**config.mk**
```make
export PLATFORM = sky130hd
export DESIGN_NAME = clock_set_ctrl
export DESIGN_NICKNAME = d
export VERILOG_FILES = /design/src/rtl/clock_set_ctrl.sv
export SDC_FILE = /design/constraint.sdc
export NUM_CORES = 1
export LEC_CHECK = 0
export CORE_MARGIN = 4
export CORE_UTILIZATION = 40
export CTS_BUF_LIST = sky130_fd_sc_hd__clkbuf_16
export DETAILED_ROUTE_END_ITERATION = 8
export GPL_TIMING_DRIVEN = 0
export PLACE_DENSITY = 0.6
export SLEW_MARGIN = 20
export SYNTH_ARGS = -nofsm -noshare
export SYNTH_HDL_FRONTEND = slang
export SYNTH_SLANG_ARGS = --single-unit
```
**constraint.sdc**
```tcl
create_clock -name i_clk -period 2.05 [get_ports i_clk]
set_clock_uncertainty 0.05 [all_clocks]
set_input_delay 0.5125 -clock i_clk [delete_from_list [all_inputs] [get_ports i_clk]]
set_output_delay 0.5125 -clock i_clk [all_outputs]
set_load 0.05 [all_outputs]
```
**src/rtl/clock_set_ctrl.sv**
```systemverilog
// -----------------------------------------------------------------------------
// clock_set_ctrl
//
// Time-set controller for the digital clock. It conditions the raw mode and
// increment push-buttons (2-flop synchronizer, debouncer, rising-edge detect)
// and runs the RUN / SET_HOURS / SET_MINUTES state machine. It drives the
// counting enable, the seconds clear pulse, and the single-cycle increment
// strobes for the hours and minutes counters.
//
// Optional feature: define AUTO_REPEAT_EN to get auto-repeat increment strobes
// while the increment button is held in a set state. Without the macro, each
// press gives exactly one strobe and no repeat logic is built.
//
// Ports:
//   i_clk        in   system clock, the only clock
//   i_reset_n    in   asynchronous active-low reset
//   i_en         in   global enable (freezes the FSM and blocks strobes when low)
//   i_btn_mode   in   raw mode button, active-high, asynchronous
//   i_btn_inc    in   raw increment button, active-high, asynchronous
//   o_run_en     out  counting enable for the 1 Hz divider and counter chain
//   o_sec_clr    out  1-cycle pulse clearing seconds on SET_MINUTES -> RUN
//   o_min_inc    out  1-cycle increment strobe for the minutes counter
//   o_hour_inc   out  1-cycle increment strobe for the hours counter
//   o_mode       out  current state: 00 RUN, 01 SET_HOURS, 10 SET_MINUTES
// -----------------------------------------------------------------------------
module clock_set_ctrl #(
  parameter int DEBOUNCE_CYCLES      = 500_000,
  parameter int REPEAT_DELAY_CYCLES  = 25_000_000,
  parameter int REPEAT_PERIOD_CYCLES = 10_000_000
) (
  input  logic       i_clk,
  input  logic       i_reset_n,
  input  logic       i_en,
  input  logic       i_btn_mode,
  input  logic       i_btn_inc,
  output logic       o_run_en,
  output logic       o_sec_clr,
  output logic       o_min_inc,
  output logic       o_hour_inc,
  output logic [1:0] o_mode
);

  localparam int DB_W = $clog2(DEBOUNCE_CYCLES + 1);
  localparam logic [DB_W-1:0] DB_LAST = DB_W'(DEBOUNCE_CYCLES - 1);

  typedef enum logic [1:0] {
    ST_RUN         = 2'b00,
    ST_SET_HOURS   = 2'b01,
    ST_SET_MINUTES = 2'b10
  } state_t;

  // Bit 0 is the mode button, bit 1 the increment button.
  logic [1:0] btn_raw;
  logic [1:0] btn_press;

  assign btn_raw = {i_btn_inc, i_btn_mode};

  // ---------------------------------------------------------------------------
  // Per-button conditioning: synchronizer, debouncer, rising-edge detect.
  // The debounce counter only runs while the synchronized level disagrees
  // with the accepted level; any agreeing cycle restarts it, so a change is
  // accepted only after DEBOUNCE_CYCLES consecutive disagreeing cycles.
  // ---------------------------------------------------------------------------
  genvar gi;
  generate
    for (gi = 0; gi < 2; gi++) begin : g_btn
      logic            sync1_reg;
      logic            sync2_reg;
      logic            db_reg;
      logic            db_prev_reg;
      logic [DB_W-1:0] cnt_reg;

      always_ff @(posedge i_clk or negedge i_reset_n) begin
        if (!i_reset_n) begin
          sync1_reg   <= 1'b0;
          sync2_reg   <= 1'b0;
          db_reg      <= 1'b0;
          db_prev_reg <= 1'b0;
          cnt_reg     <= '0;
        end else begin
          sync1_reg   <= btn_raw[gi];
          sync2_reg   <= sync1_reg;
          db_prev_reg <= db_reg;
          if (sync2_reg == db_reg) begin
            cnt_reg <= '0;
          end else if (cnt_reg == DB_LAST) begin
            db_reg  <= sync2_reg;
            cnt_reg <= '0;
          end else begin
            cnt_reg <= cnt_reg + DB_W'(1);
          end
        end
      end

      // Press event is high for the single cycle after the debounced level
      // rises; the previous-level flop updates regardless of i_en, so presses
      // seen while disabled are dropped rather than held.
      assign btn_press[gi] = db_reg & ~db_prev_reg;
    end
  endgenerate

  logic mode_press;
  logic inc_press;
  logic inc_event;

  assign mode_press = btn_press[0];
  assign inc_press  = btn_press[1];

  state_t state_reg;
  state_t state_next;

`ifdef AUTO_REPEAT_EN
  // ---------------------------------------------------------------------------
  // Auto-repeat timer. After the press strobe it waits REPEAT_DELAY_CYCLES,
  // then fires every REPEAT_PERIOD_CYCLES while the increment button stays
  // held in a set state. It is held cleared whenever the button is released,
  // the state is about to change, the FSM is in RUN, or i_en is low.
  // ---------------------------------------------------------------------------
  localparam int RP_MAX = (REPEAT_DELAY_CYCLES > REPEAT_PERIOD_CYCLES) ?
                          REPEAT_DELAY_CYCLES : REPEAT_PERIOD_CYCLES;
  localparam int RP_W = $clog2(RP_MAX + 1);
  localparam logic [RP_W-1:0] RP_DELAY_LAST  = RP_W'(REPEAT_DELAY_CYCLES - 1);
  localparam logic [RP_W-1:0] RP_PERIOD_LAST = RP_W'(REPEAT_PERIOD_CYCLES - 1);

  logic            inc_level;
  logic            rep_active;
  logic            rep_fire;
  logic [RP_W-1:0] rep_limit;
  logic [RP_W-1:0] rep_cnt_reg;
  logic            rep_period_reg;  // 0: waiting initial delay, 1: periodic

  assign inc_level  = g_btn[1].db_reg;
  assign rep_active = i_en & inc_level & (state_reg != ST_RUN) & ~mode_press;
  assign rep_limit  = rep_period_reg ? RP_PERIOD_LAST : RP_DELAY_LAST;
  assign rep_fire   = rep_active & ~inc_press & (rep_cnt_reg == rep_limit);

  always_ff @(posedge i_clk or negedge i_reset_n) begin
    if (!i_reset_n) begin
      rep_cnt_reg    <= '0;
      rep_period_reg <= 1'b0;
    end else if (!rep_active || inc_press) begin
      // The press itself produces the first strobe; start the delay phase.
      rep_cnt_reg    <= '0;
      rep_period_reg <= 1'b0;
    end else if (rep_fire) begin
      rep_cnt_reg    <= '0;
      rep_period_reg <= 1'b1;
    end else begin
      rep_cnt_reg    <= rep_cnt_reg + RP_W'(1);
    end
  end

  assign inc_event = inc_press | rep_fire;
`else
  assign inc_event = inc_press;
`endif

  // ---------------------------------------------------------------------------
  // State machine. Strobes are registered so they line up with the state
  // register; a simultaneous mode press wins over an increment.
  // ---------------------------------------------------------------------------
  logic run_en_reg,   run_en_next;
  logic sec_clr_reg,  sec_clr_next;
  logic min_inc_reg,  min_inc_next;
  logic hour_inc_reg, hour_inc_next;

  always_comb begin
    state_next    = state_reg;
    sec_clr_next  = 1'b0;
    min_inc_next  = 1'b0;
    hour_inc_next = 1'b0;
    if (i_en) begin
      case (state_reg)
        ST_RUN: begin
          if (mode_press) state_next = ST_SET_HOURS;
        end
        ST_SET_HOURS: begin
          if (mode_press)     state_next    = ST_SET_MINUTES;
          else if (inc_event) hour_inc_next = 1'b1;
        end
        ST_SET_MINUTES: begin
          if (mode_press) begin
            state_next   = ST_RUN;
            sec_clr_next = 1'b1;
          end else if (inc_event) begin
            min_inc_next = 1'b1;
          end
        end
        default: state_next = ST_RUN;
      endcase
    end
    run_en_next = i_en & (state_next == ST_RUN);
  end

  always_ff @(posedge i_clk or negedge i_reset_n) begin
    if (!i_reset_n) begin
      state_reg    <= ST_RUN;
      run_en_reg   <= 1'b0;
      sec_clr_reg  <= 1'b0;
      min_inc_reg  <= 1'b0;
      hour_inc_reg <= 1'b0;
    end else begin
      state_reg    <= state_next;
      run_en_reg   <= run_en_next;
      sec_clr_reg  <= sec_clr_next;
      min_inc_reg  <= min_inc_next;
      hour_inc_reg <= hour_inc_next;
    end
  end

  assign o_run_en   = run_en_reg;
  assign o_sec_clr  = sec_clr_reg;
  assign o_min_inc  = min_inc_reg;
  assign o_hour_inc = hour_inc_reg;
  assign o_mode     = state_reg;

endmodule

```
==> key figures <==
Power and ir drop
  – Switching Fraction: 20.5%
  – Combinational share of power: 4.3%
  – Part of the total power dissipated in the clock network: 44.8%
  – IR drop worst, VDD: ~0.0005 V
  – Switching power of the nets: 425 uW
  – Sequential fraction of design power: 51.0%
  – Internal power: 1.64 mW
  – Power per cell area: 723 nW/um^2
  – Lkg Pwr: 1.19 nW

Clocking
  – TritonCTS Buffers: 5
  – Clock slew at the register clock pins of the worst setup and hold paths: about 70 ps
  – Number of levels the H-tree was split into: 2
  – CTS root buf: clkbuf_16
  – TritonCTS clock tree: done
  – Clock Path Buffers: 2
  – Number of buffers added to fix hold violations after cts: 0
  – Sinks on Clock Net: 52
  – Insertion delay to the later sink of the worst-skew pair: 290 ps

Finish
  – Number of filler cells placed in the layout: 563
  – Max FFs per register: 38
  – Layout Cell Area excl Fill: 2860 um^2
  – Synth-to-Final Area Change: 16.0%
  – Number of inserted diodes: 0
  – Total number of nets in the final design: around 270
  – Layout cell share with drive strength beyond 1: 9.62%

Routing
  – Ratio of routed vias to standard cells: 5.31
  – Number of DRC markers after the initial detailed-route iteration: 153
  – Final ANT Viol Nets: 0
  – Wirelength, routed: 4.47 mm
  – Drt drc: 0
  – Mean routed wirelength per cell: ~13 um
  – Count of TritonRoute iterations in the first routing pass: 4
  – Vias post-DR: 1779

Synth
  – Cell count after synthesis: around 240
  – Post-synthesis net count: 245
  – Count of flip-flops with a built-in enable after synthesis: 0
  – Yosys warning total: 0
  – Cell variety after synth: 36
  – Top FF cell, synth: dfrtp_1
  – Area share of the largest cell type after synthesis: 52.8%
  – Flops & latches, synth: 52
  – Mean instance size in the synthesized netlist: 10.4 um^2
  – Cell area after synthesis: 2460 um^2
  – Seq/Total Area, Yosys: 52.8%
  – Proportion of synthesized flip-flops having asynchronous set or reset: 100%
  – Leading cell types by count after synthesis: dfrtp_1, nor2_1, xnor2_1
  – Most frequent cell after synthesis: dfrtp_1
  – Largest cells by area after synthesis: dfrtp_1, xnor2_1, nor2_1
  – Leading area contributor after synthesis: dfrtp_1

Floorplanning
  – Placeable core region: 5960 um^2
  – Horizontal die dimension: 86.5 um
  – Rows: 28
  – Top Ports: 11
  – Full die area: 7480 um^2
  – Height of the die: 86.5 um
  – Initial Util: 41.4%

Critical path
  – Worst path bufs/invs: 1
  – Series of cell instances along the critical path: clkdlybuf4s50_1
  – Worst-path maximum fanout: 1
  – Largest stage delay on the critical path: around 790 ps
  – Critical path endpoint category: output pin
  – Critical path start-end classification: flop to output pin
  – Worst-path cell with the longest stage delay: clkdlybuf4s50_1
  – Crit start category: flop
  – CP top delay family: buffers and inverters
  – Worst EP required: 1490 ps
  – Worst R2R Setup Slack: 100 ps
  – Critical path data arrival time: 1400 ps

Global route
  – Number of antenna violations at the first check in global routing: 0
  – Maximum number of pins on one net before global-route repair: 53
  – First-pass GRT wire length: 7.87 mm
  – Global-route usage over all layers: between 10% and 20%
  – Residual overflow from global routing: 0
  – Vias in the first global route: approximately 1700

STA
  – Highest achievable clock rate: around 510 MHz
  – Final count of hold timing violations: 0
  – Slew at the pin with the worst max-slew slack: 642 ps
  – Hold WS: 202 ps
  – Final Max Tran Viols: 0
  – Fin crit share: 95.9%
  – PnR worst setup slack: 83.4 ps
  – Slew Limit Headroom: 57.2%
  – Period minus WS final: 1970 ps
  – Setup violators final: 0

Placement
  – DP Area: 2660 um^2
  – Input/output buffers: 10
  – Placed wire-length estimate: 2.99 mm
  – Global placement routability congestion: 0.806
  – Pre-CTS worst setup slack: -116 ps

Flow run
  – Count of max-cap constraint violations: 0

Min path
  – Hold Path Class: input pin to asynchronous set/reset pin

Status
  – Result of the run: completed
-- power groups by stage --
stage / Clock (mW) / Combinational, mW / Sequential [mW]
floorplan: 0 / 0.0383 / 1.07
global placement: 0 / 0.0811 / 1.07
detailed placement: 0 / 0.0815 / 1.07
CTS: 0.952 / 0.0867 / 1.05
global route: 1.00 / 0.101 / 1.06
finish: 0.926 / 0.0884 / 1.05
-- per-stage QoR --
step                      power, mW  util (%)  cells  TNS, ps
after floorplan                1.11         -    238        0
final                          2.07      48.0    335        0
after global placement         1.15      44.6    323   -60430
after CTS                      2.09      47.7    334        0
after detailed placement       1.15      44.6    323    -1780
after global routing           2.16      48.0    335  -0.0187
-- cells by family after synthesis --
| kind of cell | share of synthesized area (%) |
|---|---|
| compound gates | 6.65 |
| simple gates | 25.8 |
| xor+xnor | 10.3 |
| flops | 52.8 |
| mux | 0.914 |
| fa+ha+maj | 1.02 |
| buf+inv | 2.49 |
-- repair_timing --
item / in CTS / in global routing
cloned: 0 / 0
setup endpoints to repair: 23 / 1
pin swaps: 2 / 0
setup buffers: 3 / 1
resized for setup: 3 / 1
-- worst paths after layout --
kind,from,to,cells after the start
max in group asynchronous,i_reset_n,g_btn[1].cnt_reg[14],1
min in group i_clk,g_btn[0].sync1_reg,g_btn[0].sync2_reg,0
min,i_reset_n,g_btn[0].cnt_reg[17],1
max reg2reg,g_btn[0].cnt_reg[1],g_btn[0].cnt_reg[18],5
max,o_run_en,o_run_en,1
min reg2reg,g_btn[0].sync1_reg,g_btn[0].sync2_reg,0
-- placed cells by master, fill, tap and decap left out, types with 5 or more instances in the layout --
cell / instances
nor4_1: 12
a21oi_1: 6
nor2_1: 38
clkbuf_16: 5
nand4_1: 8
o21ai_0: 6
buf_4: 6
xnor2_1: 19
xor2_1: 10
nand3_1: 16
clkdlybuf4s50_1: 7
or3_1: 5
inv_1: 6
nor3_1: 6
nand2_1: 17
dfrtp_1: 52
-- layer usage --
| layer | global-route usage (%) | routed length [um] |
|---|---|---|
| met5 | 0 | 0 |
| met4 | 4.25 | 71 |
| met3 | 3.52 | 230 |
| met2 | 19.4 | 1960 |
| met1 | 18.9 | 2210 |
-- final cells by class --
class / count / area [um^2] / area share, %
timing repair buffer: 14 / 125 / 4.37
buffer: 7 / 42.5 / 1.49
clock buffer: 5 / 125 / 4.37
tap: 75 / 93.8 / 3.28
clock inverter: 3 / 38.8 / 1.36
sequential: 52 / 1300 / 45.5
inverter: 5 / 18.8 / 0.656
multi-input combinational: 174 / 1110 / 39.0
Power figures use the tool's default switching activity.
